[config.mk]
export PLATFORM = sky130hd
export DESIGN_NAME = apb_master_arbiter
export DESIGN_NICKNAME = d
export VERILOG_FILES = /design/src/rtl/apb_arb_pkg.sv /design/src/rtl/apb_rr_arb2.sv /design/src/rtl/apb_master_arbiter.sv
export SDC_FILE = /design/constraint.sdc
export NUM_CORES = 1
export LEC_CHECK = 0
export ABC_AREA = 1
export BUFFER_PORTS_ARGS = -buffer_cell sky130_fd_sc_hd__clkbuf_2
export CAP_MARGIN = 5
export CORE_AREA = 2 2 79 138
export CTS_BUF_LIST = sky130_fd_sc_hd__clkbuf_8
export CTS_CLUSTER_SIZE = 8
export DETAILED_ROUTE_END_ITERATION = 8
export DIE_AREA = 0 0 81 140
export GPL_TIMING_DRIVEN = 0
export HOLD_SLACK_MARGIN = 0.08
export PLACE_DENSITY = 0.69
export SKIP_CTS_REPAIR_TIMING = 1
export SLEW_MARGIN = 25
export SYNTH_ARGS = -nofsm -noshare
export SYNTH_HDL_FRONTEND = slang
export SYNTH_SLANG_ARGS = --single-unit
[constraint.sdc]
create_clock -name pclk -period 1.6 [get_ports pclk]
set_input_delay 0.32 -clock pclk [delete_from_list [all_inputs] [get_ports pclk]]
set_output_delay 0.32 -clock pclk [all_outputs]
set_load 0.005 [all_outputs]
[src/rtl/apb_arb_pkg.sv]
// apb_arb_pkg: shared encodings for the two-requester APB master front-end
package apb_arb_pkg;

    typedef enum logic [1:0] {
        ST_IDLE   = 2'd0,
        ST_SETUP  = 2'd1,
        ST_ACCESS = 2'd2
    } apb_state_e;

    typedef enum logic [1:0] {
        RSP_OK      = 2'b00,
        RSP_SLVERR  = 2'b01,
        RSP_TIMEOUT = 2'b10,
        RSP_BADSEL  = 2'b11
    } rsp_code_e;

    localparam logic [1:0] SEL_GPIO = 2'b01;
    localparam logic [1:0] SEL_UART = 2'b10;

    // Only the two one-hot slave codes map onto a real PSEL line
    function automatic logic sel_is_legal(input logic [1:0] sel);
        return (sel == SEL_GPIO) || (sel == SEL_UART);
    endfunction

endpackage

[src/rtl/apb_rr_arb2.sv]
// apb_rr_arb2: two-way round-robin arbiter; rrPtr_q names the requester favoured on a tie
module apb_rr_arb2 (
    input  logic       clk_i,
    input  logic       rst_n_i,
    input  logic [1:0] valid_i,
    input  logic       advance_i,
    output logic [1:0] grant_o
);

    logic rrPtr_q;

    // One-hot grant: a lone requester always wins, a tie goes to rrPtr_q
    always_comb begin
        grant_o = 2'b00;
        case (valid_i)
            2'b01:   grant_o = 2'b01;
            2'b10:   grant_o = 2'b10;
            2'b11:   grant_o = rrPtr_q ? 2'b10 : 2'b01;
            default: grant_o = 2'b00;
        endcase
    end

    // After any accepted grant the pointer moves to the requester that was not served
    always_ff @(posedge clk_i or negedge rst_n_i) begin
        if (!rst_n_i) begin
            rrPtr_q <= 1'b0;
        end else if (advance_i && (grant_o != 2'b00)) begin
            rrPtr_q <= grant_o[0];
        end
    end

endmodule

[src/rtl/apb_master_arbiter.sv]
// apb_master_arbiter: shares one APB bus between two requesters with a bounded ACCESS phase
module apb_master_arbiter
    import apb_arb_pkg::*;
#(
    parameter int TIMEOUT_CYC = 16,
    parameter int TO_W        = 5
) (
    input  logic        pclk,
    input  logic        Reset,
    input  logic [1:0]  req_valid,
    input  logic [1:0]  req_write,
    input  logic [3:0]  req_slave,
    input  logic [9:0]  req_addr,
    input  logic [63:0] req_wdata,
    output logic [1:0]  req_accept,
    output logic [1:0]  rsp_valid,
    output logic [31:0] rsp_rdata,
    output logic [1:0]  rsp_err,
    output logic [1:0]  psel,
    output logic        penable,
    output logic        pwrite,
    output logic [4:0]  paddr,
    output logic [31:0] pwdata,
    input  logic [31:0] prdata,
    input  logic        pready,
    input  logic        pslverr
);

    localparam logic [TO_W-1:0] TO_LAST = TO_W'(TIMEOUT_CYC - 1);

    apb_state_e      state_q;
    logic            owner_q;
    logic [TO_W-1:0] toCnt_q;
    logic [1:0]      reqAccept_q;
    logic [1:0]      rspValid_q;
    logic [1:0]      rspErr_q;
    logic [31:0]     rspRdata_q;
    logic [1:0]      psel_q;
    logic            penable_q;
    logic            pwrite_q;
    logic [4:0]      paddr_q;
    logic [31:0]     pwdata_q;

    logic [1:0]      grant;
    logic            arbAdvance;
    logic [1:0]      ownerMask;
    logic            gntWrite_d;
    logic [1:0]      gntSlave_d;
    logic [4:0]      gntAddr_d;
    logic [31:0]     gntWdata_d;

    assign arbAdvance = (state_q == ST_IDLE);
    assign ownerMask  = owner_q ? 2'b10 : 2'b01;

    apb_rr_arb2 u_arb (
        .clk_i     (pclk),
        .rst_n_i   (Reset),
        .valid_i   (req_valid),
        .advance_i (arbAdvance),
        .grant_o   (grant)
    );

    // Steer the granted requester's fields toward the request latch
    always_comb begin
        gntWrite_d = grant[1] ? req_write[1]      : req_write[0];
        gntSlave_d = grant[1] ? req_slave[3:2]    : req_slave[1:0];
        gntAddr_d  = grant[1] ? req_addr[9:5]     : req_addr[4:0];
        gntWdata_d = grant[1] ? req_wdata[63:32]  : req_wdata[31:0];
    end

    // Bus sequencing FSM; the APB registers double as the request latch
    always_ff @(posedge pclk or negedge Reset) begin
        if (!Reset) begin
            state_q     <= ST_IDLE;
            owner_q     <= 1'b0;
            toCnt_q     <= '0;
            reqAccept_q <= '0;
            rspValid_q  <= '0;
            rspErr_q    <= RSP_OK;
            rspRdata_q  <= '0;
            psel_q      <= '0;
            penable_q   <= 1'b0;
            pwrite_q    <= 1'b0;
            paddr_q     <= '0;
            pwdata_q    <= '0;
        end else begin
            reqAccept_q <= '0;
            rspValid_q  <= '0;
            case (state_q)
                ST_IDLE: begin
                    if (grant != 2'b00) begin
                        reqAccept_q <= grant;
                        owner_q     <= grant[1];
                        if (sel_is_legal(gntSlave_d)) begin
                            psel_q    <= gntSlave_d;
                            pwrite_q  <= gntWrite_d;
                            paddr_q   <= gntAddr_d;
                            pwdata_q  <= gntWdata_d;
                            penable_q <= 1'b0;
                            state_q   <= ST_SETUP;
                        end else begin
                            rspValid_q <= grant;
                            rspErr_q   <= RSP_BADSEL;
                            rspRdata_q <= '0;
                        end
                    end
                end
                ST_SETUP: begin
                    penable_q <= 1'b1;
                    toCnt_q   <= '0;
                    state_q   <= ST_ACCESS;
                end
                ST_ACCESS: begin
                    if (pready) begin
                        psel_q     <= '0;
                        penable_q  <= 1'b0;
                        rspValid_q <= ownerMask;
                        rspErr_q   <= pslverr ? RSP_SLVERR : RSP_OK;
                        rspRdata_q <= pwrite_q ? 32'h0 : prdata;
                        state_q    <= ST_IDLE;
                    end else if (toCnt_q == TO_LAST) begin
                        psel_q     <= '0;
                        penable_q  <= 1'b0;
                        rspValid_q <= ownerMask;
                        rspErr_q   <= RSP_TIMEOUT;
                        rspRdata_q <= '0;
                        state_q    <= ST_IDLE;
                    end else begin
                        toCnt_q <= toCnt_q + 1'b1;
                    end
                end
                default: begin
                    psel_q    <= '0;
                    penable_q <= 1'b0;
                    state_q   <= ST_IDLE;
                end
            endcase
        end
    end

    assign req_accept = reqAccept_q;
    assign rsp_valid  = rspValid_q;
    assign rsp_rdata  = rspRdata_q;
    assign rsp_err    = rspErr_q;
    assign psel       = psel_q;
    assign penable    = penable_q;
    assign pwrite     = pwrite_q;
    assign paddr      = paddr_q;
    assign pwdata     = pwdata_q;

endmodule

* Yosys cells after proc, flatten, opt, wreduce, memory -nomap -nowiden
Cells that the tools add are included.
** Word-level totals
- Output and inout port bits :: 79
- Bits in registers :: 88
- Input port bits :: 118
** Operators by class
- Multiplexer cells :: 42
- Equal/unequal tests :: 14
- $add $sub $neg :: 1
- Reduce and logical (&&, ||, !) cells :: 12
- Bitwise logic cells :: 1
** Operators by type and width (count)
- $mux 32 :: 6
- $pmux 32 s2 :: 1
- $mux 2 :: 19
- $pmux 2 s3 :: 3
- $mux 5 :: 3
- $ne 2x2->1 const B :: 5
- $pmux 5 s2 :: 1
- $reduce_and 3->1 :: 3
- $eq 2x2->1 const B :: 4
- $pmux 2 s2 :: 2
- $reduce_and 4->1 :: 2
- $eq 2x1->1 const B :: 3
- $mux 1 :: 6
- $reduce_bool 2->1 :: 3
- $add 5x1->5 const B :: 1
- $eq 5x4->1 const B :: 1
- $ne 3x3->1 const B :: 1
- $pmux 1 s3 :: 1
- $logic_not 2->1 :: 1
- $reduce_and 2->1 :: 1
- $logic_and 1x1->1 :: 1
- $logic_or 1x1->1 :: 1
- $not 1->1 :: 1

* Depth between registers and ports, before layout
- Word-level depth :: 8
- Depth in mapped cells :: 11
- Depth with buffers taken out :: 10

* Cells and area by module
From an unflattened synthesis, not the netlist that was laid out.
** Unflattened totals
- Cells, all modules :: 407
- Area total of the unflattened synthesis :: 3837.4 um^2
** Modules (own cells, without submodules)
- apb_master_arbiter :: sequential area each 2152.1 um^2, cells each 398, instances 1, area each 3772.4 um^2
- apb_rr_arb2 :: sequential area each 25.0 um^2, cells each 9, instances 1, area each 65.1 um^2

* Worst setup path after synthesis
OpenSTA, ideal clock, no wires.
- Kind :: reg-to-reg
- Start point :: reg toCnt_q[0]
- End point :: reg rspErr_q[0] (netlist: rsp_err[0])
- Stages on the path, launching flop included :: 12
- Setup time :: 0.067 ns
- Path buffers :: 1
- Path slack :: -0.160 ns
- Arrival :: 1.694 ns
- Cells stage by stage :: dfrtp_1 -> ha_1 -> and3_1 -> ha_1 -> nor2_1 -> inv_1 -> nand2_1 -> o21ai_0 -> nand2_4 -> buf_6 -> nand2_1 -> nand2_1
** Between the ends
- Cells in the longest elaborated chain, start to end :: 3
** RTL lines
- start: declaration :: line apb_master_arbiter.sv:33 : logic [TO_W-1:0] toCnt_q;
- start signal: assignment :: line apb_master_arbiter.sv:129 : toCnt_q <= toCnt_q + 1'b1;
- $eq 5x4->1 :: line apb_master_arbiter.sv:121 : end else if (toCnt_q == TO_LAST) begin
- $ne 3x3->1 (no line)
- $reduce_and 4->1 (no line)
- end signal: assignment :: line apb_master_arbiter.sv:118 : rspErr_q <= pslverr ? RSP_SLVERR : RSP_OK;
- end: declaration :: line apb_master_arbiter.sv:36 : logic [1:0] rspErr_q;
Every way passes these cells.
A chain may end at the register's enable or synchronous reset.

* Final worst setup path
- Start point :: reg toCnt_q[0]
- End point :: reg rspRdata_q[22] (netlist: rsp_rdata[22])
** Between the ends
- Cells in the longest elaborated chain, start to end :: 3
** RTL lines
- $eq 5x4->1 :: line apb_master_arbiter.sv:121
- $ne 3x3->1 (no line)
- $reduce_and 4->1 (no line)
- end signal: assignment :: line apb_master_arbiter.sv:119 : rspRdata_q <= pwrite_q ? 32'h0 : prdata;
- end: declaration :: line apb_master_arbiter.sv:37 : logic [31:0] rspRdata_q;
Every way passes these cells.

==> impl_metrics.json <==
{
  "status": "complete, but fails checks",
  "violations": "negative setup slack",
  "drt-initial-drc-count": 79,
  "yosysSeqAreaShare_pct": 57.2,
  "async_flop_share_pct": 100,
  "io-pin-count": 197,
  "fin_crit_ps": 1740,
  "n_antenna_cell": 0,
  "antenna_found_initial": 0,
  "grt_pass1_wl_um": 16100,
  "h-tree-depth": 3,
  "instances_no_fill": 753,
  "clock_skew_ps": 9.41,
  "vias_per_cell": 4.69,
  "areaGrowthSynthToFinish_pct": 50.1,
  "drv_cap": 0,
  "worstMarginPinSlew_ps": 723,
  "crit_arrival_ps": 2030,
  "wl_um": 10700,
  "netlist_area_um2": 3800,
  "synthFlopType": "dfrtp_1",
  "synth.avg_cell_area_um2": 9.44,
  "grt_use_total_pct": 18.3,
  "yosysMostFrequentCell": "nand2_1",
  "gp_congestion": 0.759,
  "cts_made_buffers": 9,
  "clkSinkCount": 87,
  "fin_util_pct": 56.1,
  "powerDensity_nw_per_um2": 1670,
  "dieArea_um2": 11300,
  "die_x_um": 81,
  "numPortBuffers": 196,
  "fin_ws_ps": -143,
  "r2r_start": "toCnt_q[0]",
  "cts_tree": "yes",
  "synthCells": 403,
  "vias": 3533,
  "dp.cells": 726,
  "cts-root-buf": "clkbuf_8",
  "synth_edf_count": 0,
  "clkLatencyLatePin_ps": 350,
  "hpwl_um": 8020,
  "grt.overflow.total": 0,
  "remaining_drc_errors": 0,
  "fin_crit_sh_pct": 109,
  "synthDistinctLibCells": 22,
  "cp.required_ps": 1890,
  "hp-start": "prdata[8]",
  "r2r_cells": 11,
  "ys_warn_count": 0,
  "drive_gt1_share_pct": 51.0,
  "clk_pin_slew_ps": 80,
  "antenna_left": 0,
  "p_leak_uw": 0.00331,
  "crit_path_max_fanout": 8,
  "slew_headroom_pct": 51.8,
  "drt-pass1-iter-count": 4,
  "rsz0062_at_grt": "yes",
  "timing.rr.end": "rsp_rdata[22]",
  "post-place-ws_ps": -280,
  "row_count": 49,
  "grt_pass1_vias": 3513,
  "start_util_pct": 37.4,
  "crit_path_end_kind": "flop",
  "ir_worst_vdd_v": 0.000774,
  "clockBufferDepth": 2,
  "worst-setup-path-type": "reg2reg",
  "reg2reg_slack_ps": -140,
  "nFillCells": 940,
  "synthTopCellsByArea": "dfrtp_1 (57%), nand2_1 (16%), mux2i_1 (10%), o21ai_1 (4.2%), buf_6 (2.1%)",
  "nNetsFinal": 742,
  "fmax_mhz": 574,
  "coreArea_um2": 10200,
  "finalHoldViolCount": 0,
  "post_drt_wl_per_cell_um": 14.3,
  "grt_max_degree": 88,
  "die_h_um": 140,
  "hold_path_end": "rsp_rdata[8]",
  "hold_depth": 3,
  "setup_tns_ps": -5100,
  "synthesis.nets": 523,
  "report.final.slew_viol_count": 0,
  "setup_viol": 73,
  "synth_common_cells": "nand2_1 (164), dfrtp_1 (87), mux2i_1 (38)",
  "hp-class": "in2reg",
  "synth-seq-cells": 87,
  "synth.largest_area_cell": "dfrtp_1",
  "synth_top_area_share_pct": 57.2,
  "cp-start-kind": "flop"
}
stage by stage:
stage | hold slack, ps | power, µW | instance area, µm²
final | 168 | 9530 | 5710
after global routing | 150 | 10200 | 5710
after CTS | 21.5 | 8580 | 5180
after detailed placement | 410 | 6920 | 4960
after global placement | 453 | 6780 | 4960
after floorplan | 24.4 | 5340 | 3820
cells by family (layout without fill, tap and decap cells):
group | after synthesis | after routing | synth area share [%]
buffers and inverters | 36 | 259 | 5.26
and+or+nand+nor | 189 | 189 | 19.7
muxes | 38 | 38 | 10.0
AOI/OAI and AO/OA | 50 | 50 | 6.94
DFF | 87 | 87 | 57.2
xor gates and xnor gates | 1 | 1 | 0.230
adders and majority gates | 2 | 2 | 0.658
layout by cell type (no fill, tap or decap), types with 3 or more instances in the layout:
cell type,instances
o21ai_0,6
nor2_1,7
buf_6,3
dfrtp_1,87
o21ai_1,23
mux2i_1,37
nand2_2,33
buf_2,5
buf_8,5
nand3_1,8
nand2_1,117
nand2_4,18
o21ai_2,14
buf_4,8
inv_2,3
clkbuf_16,4
clkbuf_8,11
clkbuf_2,197
inv_1,16
report_power, final:
group	internal [µW]	switching, µW
Sequential	3080	663
Combinational	2030	2110
Clock	903	736
Total	6020	3510
worst max-delay path by stage:
stage	startpoint	endpoint	slack, ps
6_report	toCnt_q[0]	rsp_rdata[22]	-140
4_1_cts	u_arb.rrPtr_q	pwdata[9]	-230
3_5_place_dp	req_valid[1]	pwdata[26]	-280
2_1_floorplan	toCnt_q[0]	rsp_rdata[0]	10
3_3_place_gp	Reset	rsp_rdata[18]	-730
5_1_grt	toCnt_q[0]	rsp_rdata[4]	-220
routing by layer:
metal  global-route usage (%)  vias to the layer above  part of all wire, %
met2                     33.4                      149                   56
met4                     6.96                        0                  1.8
met5                        0                        -                    0
li1                         -                     1731                    -
met3                     5.09                       15                  7.1
met1                     19.2                     1638                   35
layout make-up:
cell class,count,area [µm²],share of cell area [%]
plain buffers,17,171,3.00
clock buffers,10,138,2.41
inverters,18,67.6,1.18
clock inverters,5,73.8,1.29
flip-flops and latches,87,2180,38.1
repair buffers,209,1170,20.5
multi-input cells,280,1750,30.7
well taps,127,159,2.78
state kept, by name, summed over array words and instances (netlist names):
register	flops
penable	1
u_arb.rrPtr_q	1
owner_q	1
state_q	1
toCnt_q	5
rsp_rdata	32
psel	2
paddr	5
pwdata	32
pwrite	1
rsp_valid	2
req_accept	2
rsp_err	2
worst max-delay path, stage by stage, from the launching register on:
cell	delay (ps)
dfrtp_1	410
ha_2	200
and3_4	180
ha_4	160
nor2_4	100
inv_2	60
nand2_4	70
o21ai_4	70
nand2_4	170
buf_6	150
nand2_2	50
nand2_2	70
Power figures use the tool's default switching activity.
